$ cat src/rtl/alu_packet_responder.sv
// alu_packet_responder
// Byte-stream packet engine that sits between a UART receiver and transmitter.
// A packet is: opcode, reserved, len_lsb, len_msb, payload. len counts the
// whole packet, header included.
//   0xEC        echo every payload byte back on the tx stream
//   0xA0 / 0xA1 fold little-endian 32-bit payload words with ADD / XOR and
//               answer with the 32-bit result, LSB first
// Unknown opcodes and bad lengths raise a single err_o pulse. The payload of
// such a packet is then discarded.
//
// Ports
//   clk, rst                  clock, asynchronous active-high reset
//   rx_tdata_i/tvalid_i       incoming byte stream (ready/valid)
//   rx_tready_o
//   tx_tdata_o/tvalid_o       outgoing byte stream (ready/valid)
//   tx_tready_i
//   busy_o                    high while a packet is in progress
//   err_o                     one-cycle protocol error pulse
//
// Optional feature: define ALU_RESP_TIMEOUT_EN to abandon a packet after
// TIMEOUT_CYCLES_P cycles without an rx byte. When it is not defined, the
// block waits indefinitely.

module alu_packet_responder #(
   parameter int DATA_WIDTH_P     = 8,
   parameter int TIMEOUT_CYCLES_P = 65535
) (
   input  logic                    clk,
   input  logic                    rst,
   input  logic [DATA_WIDTH_P-1:0] rx_tdata_i,
   input  logic                    rx_tvalid_i,
   output logic                    rx_tready_o,
   output logic [DATA_WIDTH_P-1:0] tx_tdata_o,
   output logic                    tx_tvalid_o,
   input  logic                    tx_tready_i,
   output logic                    busy_o,
   output logic                    err_o
);

   localparam logic [2:0] HDR0  = 3'd0;
   localparam logic [2:0] HDR1  = 3'd1;
   localparam logic [2:0] HDR2  = 3'd2;
   localparam logic [2:0] HDR3  = 3'd3;
   localparam logic [2:0] ECHO  = 3'd4;
   localparam logic [2:0] ACCUM = 3'd5;
   localparam logic [2:0] RESP  = 3'd6;
   localparam logic [2:0] DRAIN = 3'd7;

   localparam logic [7:0] OP_ECHO = 8'hEC;
   localparam logic [7:0] OP_ADD  = 8'hA0;
   localparam logic [7:0] OP_XOR  = 8'hA1;

   // The byte-oriented datapath below is written for 8-bit streams only.
   if (DATA_WIDTH_P != 8 || TIMEOUT_CYCLES_P < 1) begin : g_bad_param
      $error("alu_packet_responder: DATA_WIDTH_P must be 8 and TIMEOUT_CYCLES_P >= 1");
   end

   logic [2:0]  state;
   logic [7:0]  opcode;
   logic [7:0]  len_lsb;
   logic [15:0] remaining;
   logic [31:0] acc;
   logic [23:0] word;
   logic [1:0]  byte_idx;
   logic [1:0]  resp_cnt;
   logic        resp_loaded;
   logic [7:0]  tx_data;
   logic        tx_valid;
   logic        err;

   logic        rx_ready;
   logic        rx_fire;
   logic        tx_fire;
   logic [15:0] hdr_len;
   logic [15:0] hdr_rem;
   logic        len_ok;
   logic [31:0] full_word;
   logic [31:0] acc_next;
   logic        tmo_hit;

   assign rx_fire   = rx_tvalid_i & rx_ready;
   assign tx_fire   = tx_valid & tx_tready_i;
   assign hdr_len   = {rx_tdata_i, len_lsb};
   assign hdr_rem   = hdr_len - 16'd4;
   assign len_ok    = (hdr_len >= 16'd8) && (hdr_len[1:0] == 2'b00);
   assign full_word = {rx_tdata_i, word};
   assign acc_next  = opcode[0] ? (acc ^ full_word) : (acc + full_word);

   assign tx_tdata_o  = tx_data;
   assign tx_tvalid_o = tx_valid;
   assign busy_o      = (state != HDR0);
   assign err_o       = err;
   assign rx_tready_o = rx_ready;

   // Ready is forced low during reset so that it rises in the first cycle after
   // reset is released. In ECHO, ready is granted only when the single tx
   // holding register can take a new byte in the same cycle.
   always_comb begin
      rx_ready = 1'b0;
      if (!rst) begin
         case (state)
            HDR0, HDR1, HDR2, HDR3, ACCUM, DRAIN: rx_ready = 1'b1;
            ECHO:                                 rx_ready = !tx_valid | tx_tready_i;
            default:                              rx_ready = 1'b0;
         endcase
      end
   end

`ifdef ALU_RESP_TIMEOUT_EN
   logic [31:0] tmo_cnt;
   logic        tmo_watch;

   // Idle cycles are counted only while the block is waiting for more bytes of
   // a packet. In ECHO, the timeout is held off until the last echoed byte has
   // been handed to the transmitter.
   assign tmo_watch = (state == HDR1) || (state == HDR2) || (state == HDR3) ||
                      (state == ECHO) || (state == ACCUM) || (state == DRAIN);
   assign tmo_hit   = tmo_watch && !rx_fire && !((state == ECHO) && tx_valid) &&
                      (tmo_cnt >= 32'(TIMEOUT_CYCLES_P - 1));

   always_ff @(posedge clk or posedge rst) begin
      if (rst) begin
         tmo_cnt <= 32'd0;
      end else if (rx_fire || !tmo_watch || tmo_hit) begin
         tmo_cnt <= 32'd0;
      end else if (tmo_cnt < 32'(TIMEOUT_CYCLES_P)) begin
         tmo_cnt <= tmo_cnt + 32'd1;
      end
   end
`else
   assign tmo_hit = 1'b0;
`endif

   // Main packet sequencer. A pending tx byte is cleared by default when the
   // transmitter takes it. States that produce a byte override that default.
   always_ff @(posedge clk or posedge rst) begin
      if (rst) begin
         state       <= HDR0;
         opcode      <= 8'd0;
         len_lsb     <= 8'd0;
         remaining   <= 16'd0;
         acc         <= 32'd0;
         word        <= 24'd0;
         byte_idx    <= 2'd0;
         resp_cnt    <= 2'd0;
         resp_loaded <= 1'b0;
         tx_data     <= 8'd0;
         tx_valid    <= 1'b0;
         err         <= 1'b0;
      end else begin
         err <= 1'b0;
         if (tx_fire) tx_valid <= 1'b0;

         case (state)
            HDR0: if (rx_fire) begin
               opcode <= rx_tdata_i;
               state  <= HDR1;
            end
            HDR1: if (rx_fire) state <= HDR2;
            HDR2: if (rx_fire) begin
               len_lsb <= rx_tdata_i;
               state   <= HDR3;
            end
            HDR3: if (rx_fire) begin
               remaining <= hdr_rem;
               if (hdr_len < 16'd4) begin
                  err       <= 1'b1;
                  remaining <= 16'd0;
                  state     <= HDR0;
               end else if (opcode == OP_ECHO) begin
                  state <= (hdr_rem == 16'd0) ? HDR0 : ECHO;
               end else if ((opcode == OP_ADD || opcode == OP_XOR) && len_ok) begin
                  acc      <= 32'd0;
                  word     <= 24'd0;
                  byte_idx <= 2'd0;
                  state    <= ACCUM;
               end else begin
                  err   <= 1'b1;
                  state <= (hdr_rem == 16'd0) ? HDR0 : DRAIN;
               end
            end
            ECHO: if (rx_fire) begin
               tx_data   <= rx_tdata_i;
               tx_valid  <= 1'b1;
               remaining <= remaining - 16'd1;
               if (remaining == 16'd1) state <= HDR0;
            end
            // Bytes are shifted in from the top. After three bytes, the next
            // byte completes a little-endian word that is folded immediately.
            ACCUM: if (rx_fire) begin
               word      <= {rx_tdata_i, word[23:8]};
               byte_idx  <= byte_idx + 2'd1;
               remaining <= remaining - 16'd1;
               if (byte_idx == 2'd3) acc <= acc_next;
               if (remaining == 16'd1) begin
                  resp_cnt    <= 2'd0;
                  resp_loaded <= 1'b0;
                  state       <= RESP;
               end
            end
            // The first result byte waits until any echo byte still in the tx
            // register has left. Later bytes come from shifting the accumulator.
            RESP: begin
               if (!resp_loaded) begin
                  if (!tx_valid) begin
                     tx_data     <= acc[7:0];
                     tx_valid    <= 1'b1;
                     resp_loaded <= 1'b1;
                  end
               end else if (tx_fire) begin
                  if (resp_cnt == 2'd3) begin
                     acc   <= 32'd0;
                     state <= HDR0;
                  end else begin
                     tx_data  <= acc[15:8];
                     tx_valid <= 1'b1;
                     acc      <= {8'd0, acc[31:8]};
                     resp_cnt <= resp_cnt + 2'd1;
                  end
               end
            end
            DRAIN: if (rx_fire) begin
               remaining <= remaining - 16'd1;
               if (remaining == 16'd1) state <= HDR0;
            end
            default: state <= HDR0;
         endcase

         // A drained packet has already reported its error, so its timeout
         // stays silent.
         if (tmo_hit) begin
            err   <= (state != DRAIN);
            state <= HDR0;
         end
      end
   end

endmodule

$ cat config.mk
export PLATFORM = sky130hd
export DESIGN_NAME = alu_packet_responder
export DESIGN_NICKNAME = d
export VERILOG_FILES = /design/src/rtl/alu_packet_responder.sv
export SDC_FILE = /design/constraint.sdc
export NUM_CORES = 1
export LEC_CHECK = 0
export CORE_ASPECT_RATIO = 0.6
export CORE_MARGIN = 2
export CORE_UTILIZATION = 25
export DETAILED_ROUTE_END_ITERATION = 16
export PLACE_DENSITY = 0.49
export SLEW_MARGIN = 20
export SYNTH_ARGS = -nofsm -noshare
export SYNTH_HDL_FRONTEND = slang
export SYNTH_SLANG_ARGS = --single-unit
$ cat constraint.sdc
create_clock -name clk -period 4.1 [get_ports clk]
set_input_delay 0.82 -clock clk [delete_from_list [all_inputs] [get_ports clk]]
set_output_delay 0.82 -clock clk [all_outputs]
set_load 0.1 [all_outputs]
==> results of run 1 <==
tightest hold or removal path: cells and delay by family, from the launching register on:
kind,cells,cell delay [ns]
AND/OR/NAND/NOR,2,0.10
flip-flops,1,0.35
path summary, 6_finish.rpt:
kind | startpoint | to | slack [ns] | cells past startpoint
max in group asynchronous | rst | acc[29]$_DFFE_PP0P_ | 2.32 | 3
max reg2reg | word[6]$_DFFE_PP0P_ | acc[31]$_DFFE_PP0P_ | 1.08 | 9
min reg2reg | word[3]$_DFFE_PP0P_ | word[3]$_DFFE_PP0P_ | 0.48 | 2
min in group asynchronous | rst | opcode[6]$_DFFE_PP0P_ | 1.11 | 3
max | rx_tdata_i[2] | acc[28]$_DFFE_PP0P_ | 0.76 | 9
min | word[3]$_DFFE_PP0P_ | word[3]$_DFFE_PP0P_ | 0.48 | 2
cell type report:
| cell class | count | area [sq um] | share of cell area |
|---|---|---|---|
| multi-input cells | 682 | 4235 | 0.5165 |
| flip-flops and latches | 106 | 2653 | 0.3235 |
| clock buffers | 10 | 239.0 | 0.02914 |
| well taps | 375 | 469.2 | 0.05722 |
| clock inverters | 6 | 96.34 | 0.01175 |
| inverters | 17 | 67.56 | 0.008239 |
| repair buffers | 48 | 440.4 | 0.05371 |
per-layer routing:
| layer | GRT usage | routed length [um] | part of all wire |
|---|---|---|---|
| met3 | 0.03665 | 1657 | 0.071 |
| met5 | 0 | 0 | 0 |
| met4 | 0.02481 | 102 | 0.0044 |
| met1 | 0.2776 | 13550 | 0.58 |
| met2 | 0.1898 | 7963 | 0.34 |
through the flow:
| step | hold WS [ns] | area (sq um) | worst slack (ns) | utilization | power [mW] |
|---|---|---|---|---|---|
| after floorplan | 0.4428 | 7222 | 0.01995 | - | 3.711 |
| after global routing | 0.5139 | 8200 | 0.5444 | 0.2869 | 5.891 |
| after CTS | 0.4866 | 8200 | 0.8319 | 0.2869 | 5.501 |
| final | 0.4827 | 8200 | 0.7629 | 0.2869 | 5.497 |
| after global placement | 0.4609 | 7865 | 0.4261 | 0.2751 | 4.467 |
| after detailed placement | 0.4688 | 7865 | 0.4366 | 0.2751 | 4.460 |
cells by family (layout without fill, tap and decap cells):
kind of cell               after synthesis  after routing  synth area share
and+or+nand+nor                        358            358            0.2249
AOI/OAI and AO/OA                      215            215            0.1978
DFF                                    106            106            0.3675
buffers and inverters                   69             81           0.04646
adders and majority gates               39             39           0.06866
xor gates and xnor gates                36             36           0.04369
muxes                                   34             34           0.05097
registers in the layout (all words and copies together), names as in the netlist:
register     cells
acc             32
word            24
remaining       16
len_lsb          8
opcode           8
tx_tdata_o       8
state            3
byte_idx         2
resp_cnt         2
err_o            1
resp_loaded      1
tx_tvalid_o      1
power by group through the flow:
stage,registers (mW),logic [mW],clock network [mW]
finish,1.82,2.66,1.01
global route,1.88,2.94,1.08
CTS,1.81,2.65,1.04
detailed placement,1.83,2.63,0
global placement,1.84,2.63,0
floorplan,1.96,1.75,0
cell usage after synthesis (5+ instances only):
cell type / count / area, sq um
nand2_1: 155 / 581.8
dfrtp_1: 106 / 2653
nor2_1: 66 / 247.7
o21ai_0: 57 / 285.3
nand3_1: 47 / 235.2
a21oi_1: 46 / 230.2
ha_1: 38 / 475.5
clkbuf_1: 32 / 120.1
xnor2_1: 28 / 245.2
nor3_1: 25 / 125.1
mux2_2: 22 / 247.7
o221ai_1: 21 / 183.9
inv_1: 17 / 63.81
mux2i_1: 12 / 120.1
a31oi_1: 11 / 68.82
nor2b_1: 11 / 68.82
nand4_1: 10 / 62.56
buf_2: 9 / 45.04
a21o_1: 8 / 60.06
nor4_1: 8 / 50.05
xor2_1: 8 / 70.07
o21bai_1: 7 / 52.55
and3_1: 6 / 37.54
o31ai_1: 6 / 45.04
or3_1: 6 / 37.54
a211oi_1: 5 / 37.54
==> results.txt, run 1 <==
Height of the die -> 135.6 um
Post-Synthesis Cells -> 857
Seq/Total Area, Yosys -> 0.3675
Iter 0 DRT Violations -> 813
CTS max path bufs -> 2
Vias in the first global route -> 5947
Total Negative Setup Slacks -> 0 ns
Period utilisation layout -> 0.8139
Post-detail-place hpwl -> 17160 um
EDFF count, synth -> 0
Fillers -> 3052
Clock slew at reported path FFs -> 0.08 ns
Clock root buffer -> clkbuf_16
Most common cell after layout, fill and taps aside -> nand2_1
Via-per-instance ratio -> 5.254
Chip Width -> 223.3 um
# DRC -> 0
CP peak stage delay -> 0.67 ns
Final setup vio count -> 0
Yosys cell types -> 72
Core area -> 28590 sq um
Layout area overhead -> 13.63%
Drt pass-1 iters -> 5
Placed Cells incl. Taps -> 1228
Resized Gates After CTS -> 0
Final std cells w/o fill -> 1244
Clock power share -> 0.184
Ant diodes -> 0
Final hold vios -> 0
Startpoint types -> input pin
Post-Syn Area per Cell -> 8.421 sq um
Asr flop ratio synth -> 1.000
Row Count -> 48
Worst-margin pin slew -> 0.9819 ns
Post-layout min period -> 3.337 ns
Final max-slew violation count -> 0
Hold-fix buffers, CTS -> 0
Bufs and invs on worst path -> 3
Static leakage -> 3.495 nW
Outcome -> finished clean
Max Freq -> 299.7 MHz
Worst Path Class, Setup -> in2reg
CTS buffer count -> 9
Gate power share -> 0.485
Die ar. -> 30290 sq um
WL/cell -> 18.70 um
Setup repair bufs after CTS -> 0
Worst-skew pair later-pin latency -> 0.38 ns
Routed WL -> 23270 um
I/O Buffers -> 23
CP max-delay cell -> nor3_1
Reg power frac -> 0.332
IO Count -> 24
Antenna viol nets, final -> 0
Final GP Congestion -> 0.8845
Power per Cell Area -> 670.4 nW/um^2
Vias -> 6536
Worst path top cell family by delay -> simple AND/OR/NAND/NOR gates
CP arrival -> 3.60 ns
Layout net count -> 915
Synth Cell Area -> 7217 sq um
Share of cells above drive strength 1 -> 0.09781
RSZ-0062 raised after global routing -> no
Largest net degree at the start of global routing -> 63
Internal power -> 2.862 mW
Initial core utilization -> 0.2525
Syn. warnings -> 0
Seq cells post-synth -> 106
Total clock sinks -> 106
CP Max Fanout -> 26
Max Cap Viol -> 0
Post-Syn Nets -> 908
Setup Skew -> 0.01630 ns
First-pass GRT wire length -> 36910 um
Global route overflow -> 0
Switching Share -> 0.4794
Most numerous cell on the critical path -> nor3_1
CTS tree -> done
Slew headroom -> 0.3434
Antenna violations before repair -> 1
Crit. End Element -> flop
CTS H-tree depth -> 3
Worst hold path class -> reg2reg
Crit-path cells -> clkdlybuf4s50_1 > buf_4 > nor3_1 > and4_1 > o21ba_2 > a211o_2 > buf_12 > nor3_1 > a221o_1
CP Data Required Time -> 4.36 ns
Most frequent cells in the layout -> 155 x nand2_1, 106 x dfrtp_1, 64 x nor2_1, 57 x o21ai_0, 47 x nand3_1
Most common flop cell mapped by yosys -> dfrtp_1
Switching pwr -> 2.635 mW
Maximum VDD drop -> 0.0005637 V
GRT Total Usage -> 0.1607
No activity file was read; power rests on OpenSTA's default activity.
==> run 2: changes to the inputs <==
--- a/config.mk
+++ b/config.mk
@@ -9,7 +9,7 @@
 export CORE_MARGIN = 2
 export CORE_UTILIZATION = 25
 export DETAILED_ROUTE_END_ITERATION = 16
-export PLACE_DENSITY = 0.49
+export PLACE_DENSITY = 0.47
 export SLEW_MARGIN = 20
 export SYNTH_ARGS = -nofsm -noshare
 export SYNTH_HDL_FRONTEND = slang
==> constraint.sdc (replaced) <==
create_clock -name clk -period 3.16 [get_ports clk]
set_input_delay 0.632 -clock clk [delete_from_list [all_inputs] [get_ports clk]]
set_output_delay 0.632 -clock clk [all_outputs]
set_load 0.1 [all_outputs]
==> run 2 against run 1 <==
Net effect:
- final cell count is 3.6% higher
- global-route usage is 0.64 points higher
- via count increased by 0.34%
- register-to-register slack lost 0.94 ns
- critical endpoint unchanged
- largest cell class unchanged
- critical path depth grew 1
- sequential power increased by 26%
- clock-buffer cell count up 1
- cell area up 7.6%
- worst setup slack worse by 0.62 ns
- wire length grew 5.3%
- non-clock buffer count increased by 45
==> results.txt, run 2 (synthesized netlist as in run 1, its figures left out) <==
Outcome -> finished clean
R2R depth -> 10 (+1)
Final GP Congestion -> 0.8341 (-5.7%)
Worst-skew pair later-pin latency -> 0.38 ns (about the same)
Most common cell after layout, fill and taps aside -> nand2_1
Iter 0 DRT Violations -> 607 (-25%)
Layout net count -> 960 (+4.9%)
Post-layout min period -> 3.019 ns
Clock root buffer -> clkbuf_16
Vias -> 6558 (+0.34%)
CTS tree -> done
Worst reg2reg startpoint -> acc[0]$_DFFE_PP0P_
Static leakage -> 3.873 nW (+11%)
Initial core utilization -> 0.2525 (unchanged)
Final Hold Slack -> 0.4817 ns (-0.001003 ns)
Final max-slew violation count -> 0 (unchanged)
Antenna viol nets, final -> 0 (unchanged)
Core area -> 28590 sq um (unchanged)
I/O Buffers -> 23 (unchanged)
Vias in the first global route -> 6022 (+1.3%)
Hold endpoint -> byte_idx[1]$_DFFE_PP0P_
CP arrival -> 3.28 ns (-0.32 ns)
CP Data Required Time -> 3.42 ns (-0.94 ns)
Clock slew at reported path FFs -> 0.08 ns (about the same)
Crit. End Element -> flop
Share of cells above drive strength 1 -> 0.1860 (+0.08818)
Fillers -> 3018 (-1.1%)
Global route overflow -> 0 (unchanged)
Height of the die -> 135.6 um (unchanged)
CTS buffer count -> 9 (unchanged)
CTS max path bufs -> 2 (unchanged)
Final hold vios -> 0 (unchanged)
Routed WL -> 24510 um (+5.3%)
Row Count -> 48 (unchanged)
HP Start -> byte_idx[1]$_DFFE_PP0P_
Top Registers -> acc: 32 flops, word: 24 flops, remaining: 16 flops
# DRC -> 0 (unchanged)
Final Total Pwr -> 7.478 mW (+36%)
Ant diodes -> 0 (unchanged)
R2R Setup Slk -> 0.14 ns (-0.94 ns)
Die ar. -> 30290 sq um (unchanged)
Total clock sinks -> 106 (unchanged)
Period utilisation layout -> 0.9555
Post-detail-place hpwl -> 18100 um (+5.5%)
Hold-fix buffers, CTS -> 0 (unchanged)
Chip Width -> 223.3 um (unchanged)
Power per Cell Area -> 847.2 nW/um^2 (+26%)
Antenna violations before repair -> 0 (-1)
Worst-margin pin slew -> 0.8296 ns (-0.1523 ns)
Max reg flops -> 32 (unchanged)
Largest net degree at the start of global routing -> 107 (+70%)
RSZ-0062 raised after global routing -> no
Most frequent cells in the layout -> 150 x nand2_1, 106 x dfrtp_1, 76 x buf_4, 63 x nor2_1, 46 x a21oi_1
CP peak stage delay -> 0.41 ns (-0.26 ns)
Maximum VDD drop -> 0.0007019 V (+25%)
WL/cell -> 19.02 um (+1.7%)
Final setup vio count -> 0 (unchanged)
Max Cap Viol -> 0 (unchanged)
CP max-delay cell -> dfrtp_1
GRT Total Usage -> 0.1671 (+0.006376)
Max Freq -> 331.2 MHz
First-pass GRT wire length -> 38420 um (+4.1%)
Setup Skew -> 0.009345 ns (-0.006953 ns)
Crit-path cells -> ha_1 > fa_1 > a21oi_2 > o21ai_2 > a311oi_2 > o31a_1 > o22ai_2 > a21oi_2 > o21ai_1 > a221o_1
Reg with most FFs -> acc
Util after Layout -> 0.3087 (+0.02188)
Most numerous cell on the critical path -> a21oi_2
Slew headroom -> 0.4458 (+0.1024)
Worst Path Class, Setup -> reg2reg
Layout area overhead -> 22.30%
WHS Path Cells -> 2 (unchanged)
IO Count -> 24 (unchanged)
Via-per-instance ratio -> 5.088 (-3.2%)
CP Max Fanout -> 5 (-81%)
Worst hold path class -> reg2reg
Startpoint types -> flop
Drt pass-1 iters -> 5 (unchanged)
R2r endpoint -> acc[28]$_DFFE_PP0P_
CTS H-tree depth -> 3 (unchanged)
run 2: cell count changes in the layout (fill, tap and decap cells not counted), moves of 3 or more:
cell,previous run,this run
buf_12,2,6
buf_4,24,76
clkdlybuf4s50_1,22,11
mux2_2,22,8
mux2_4,0,14
nand2_1,155,150
nand2_4,0,4
nand3_1,47,44
o21ai_0,57,35
o21ai_1,3,25
o221ai_1,21,4
o221ai_2,0,17
run 2: timing repair:
item,in CTS,in global routing
buffers inserted,0,0
endpoints found under the setup margin,0,1
resized for setup,0,1
run 2: final cells by class:
type	count	area [sq um]	share of cell area
Clock buffer	11	252.7	0.02864
Inverter	17	67.56	0.007655
Sequential cell	106	2653	0.3005
Multi-Input combinational cell	682	4498	0.5096
Timing Repair Buffer	93	800.8	0.09073
Clock inverter	5	85.08	0.009640
Tap cell	375	469.2	0.05316
run 2: layer usage:
layer  global-route usage  vias up  wire length [um]
met2               0.2057      195              8798
met3              0.03296       11              1521
met1               0.2822     3162             14010
li1                     -     3190                 -
met4              0.03333        0               178
met5                    0        -                 0
run 2: power by group:
group	internal [mW]	switching, mW
registers	1.81	0.487
logic	1.40	2.45
clock network	0.745	0.586
total	3.95	3.52
run 2: critical path, delay by kind of cell, from the launching register on:
kind | cells | cell delay [ns]
flip-flops | 1 | 0.41
AO/OA/AOI/OAI | 8 | 1.82
adder cells (fa/ha/maj) | 2 | 0.66
run 2: through the flow:
stage / setup slack, ns / TNS (ns) / std cells / cell area, sq um
2_1_floorplan: -0.6286 / -28.46 / 857 / 7651
6_report: 0.1407 / 0 / 1289 / 8826
3_3_place_gp: 0.06670 / 0 / 1273 / 8483
3_5_place_dp: 0.05718 / 0 / 1273 / 8483
5_1_grt: 0.03766 / 0 / 1289 / 8826
4_1_cts: 0.1909 / 0 / 1289 / 8821
run 2: worst max path at each step:
| stage | to | start | slack (ns) |
|---|---|---|---|
| 2_1_floorplan | len_lsb[4]$_DFFE_PP0P_ | rst | -0.63 |
| 3_3_place_gp | acc[28]$_DFFE_PP0P_ | rx_tdata_i[4] | 0.07 |
| 3_5_place_dp | acc[31]$_DFFE_PP0P_ | rx_tdata_i[2] | 0.06 |
| 4_1_cts | acc[28]$_DFFE_PP0P_ | acc[0]$_DFFE_PP0P_ | 0.19 |
| 5_1_grt | acc[31]$_DFFE_PP0P_ | acc[6]$_DFFE_PP0P_ | 0.04 |
| 6_report | acc[28]$_DFFE_PP0P_ | acc[0]$_DFFE_PP0P_ | 0.14 |
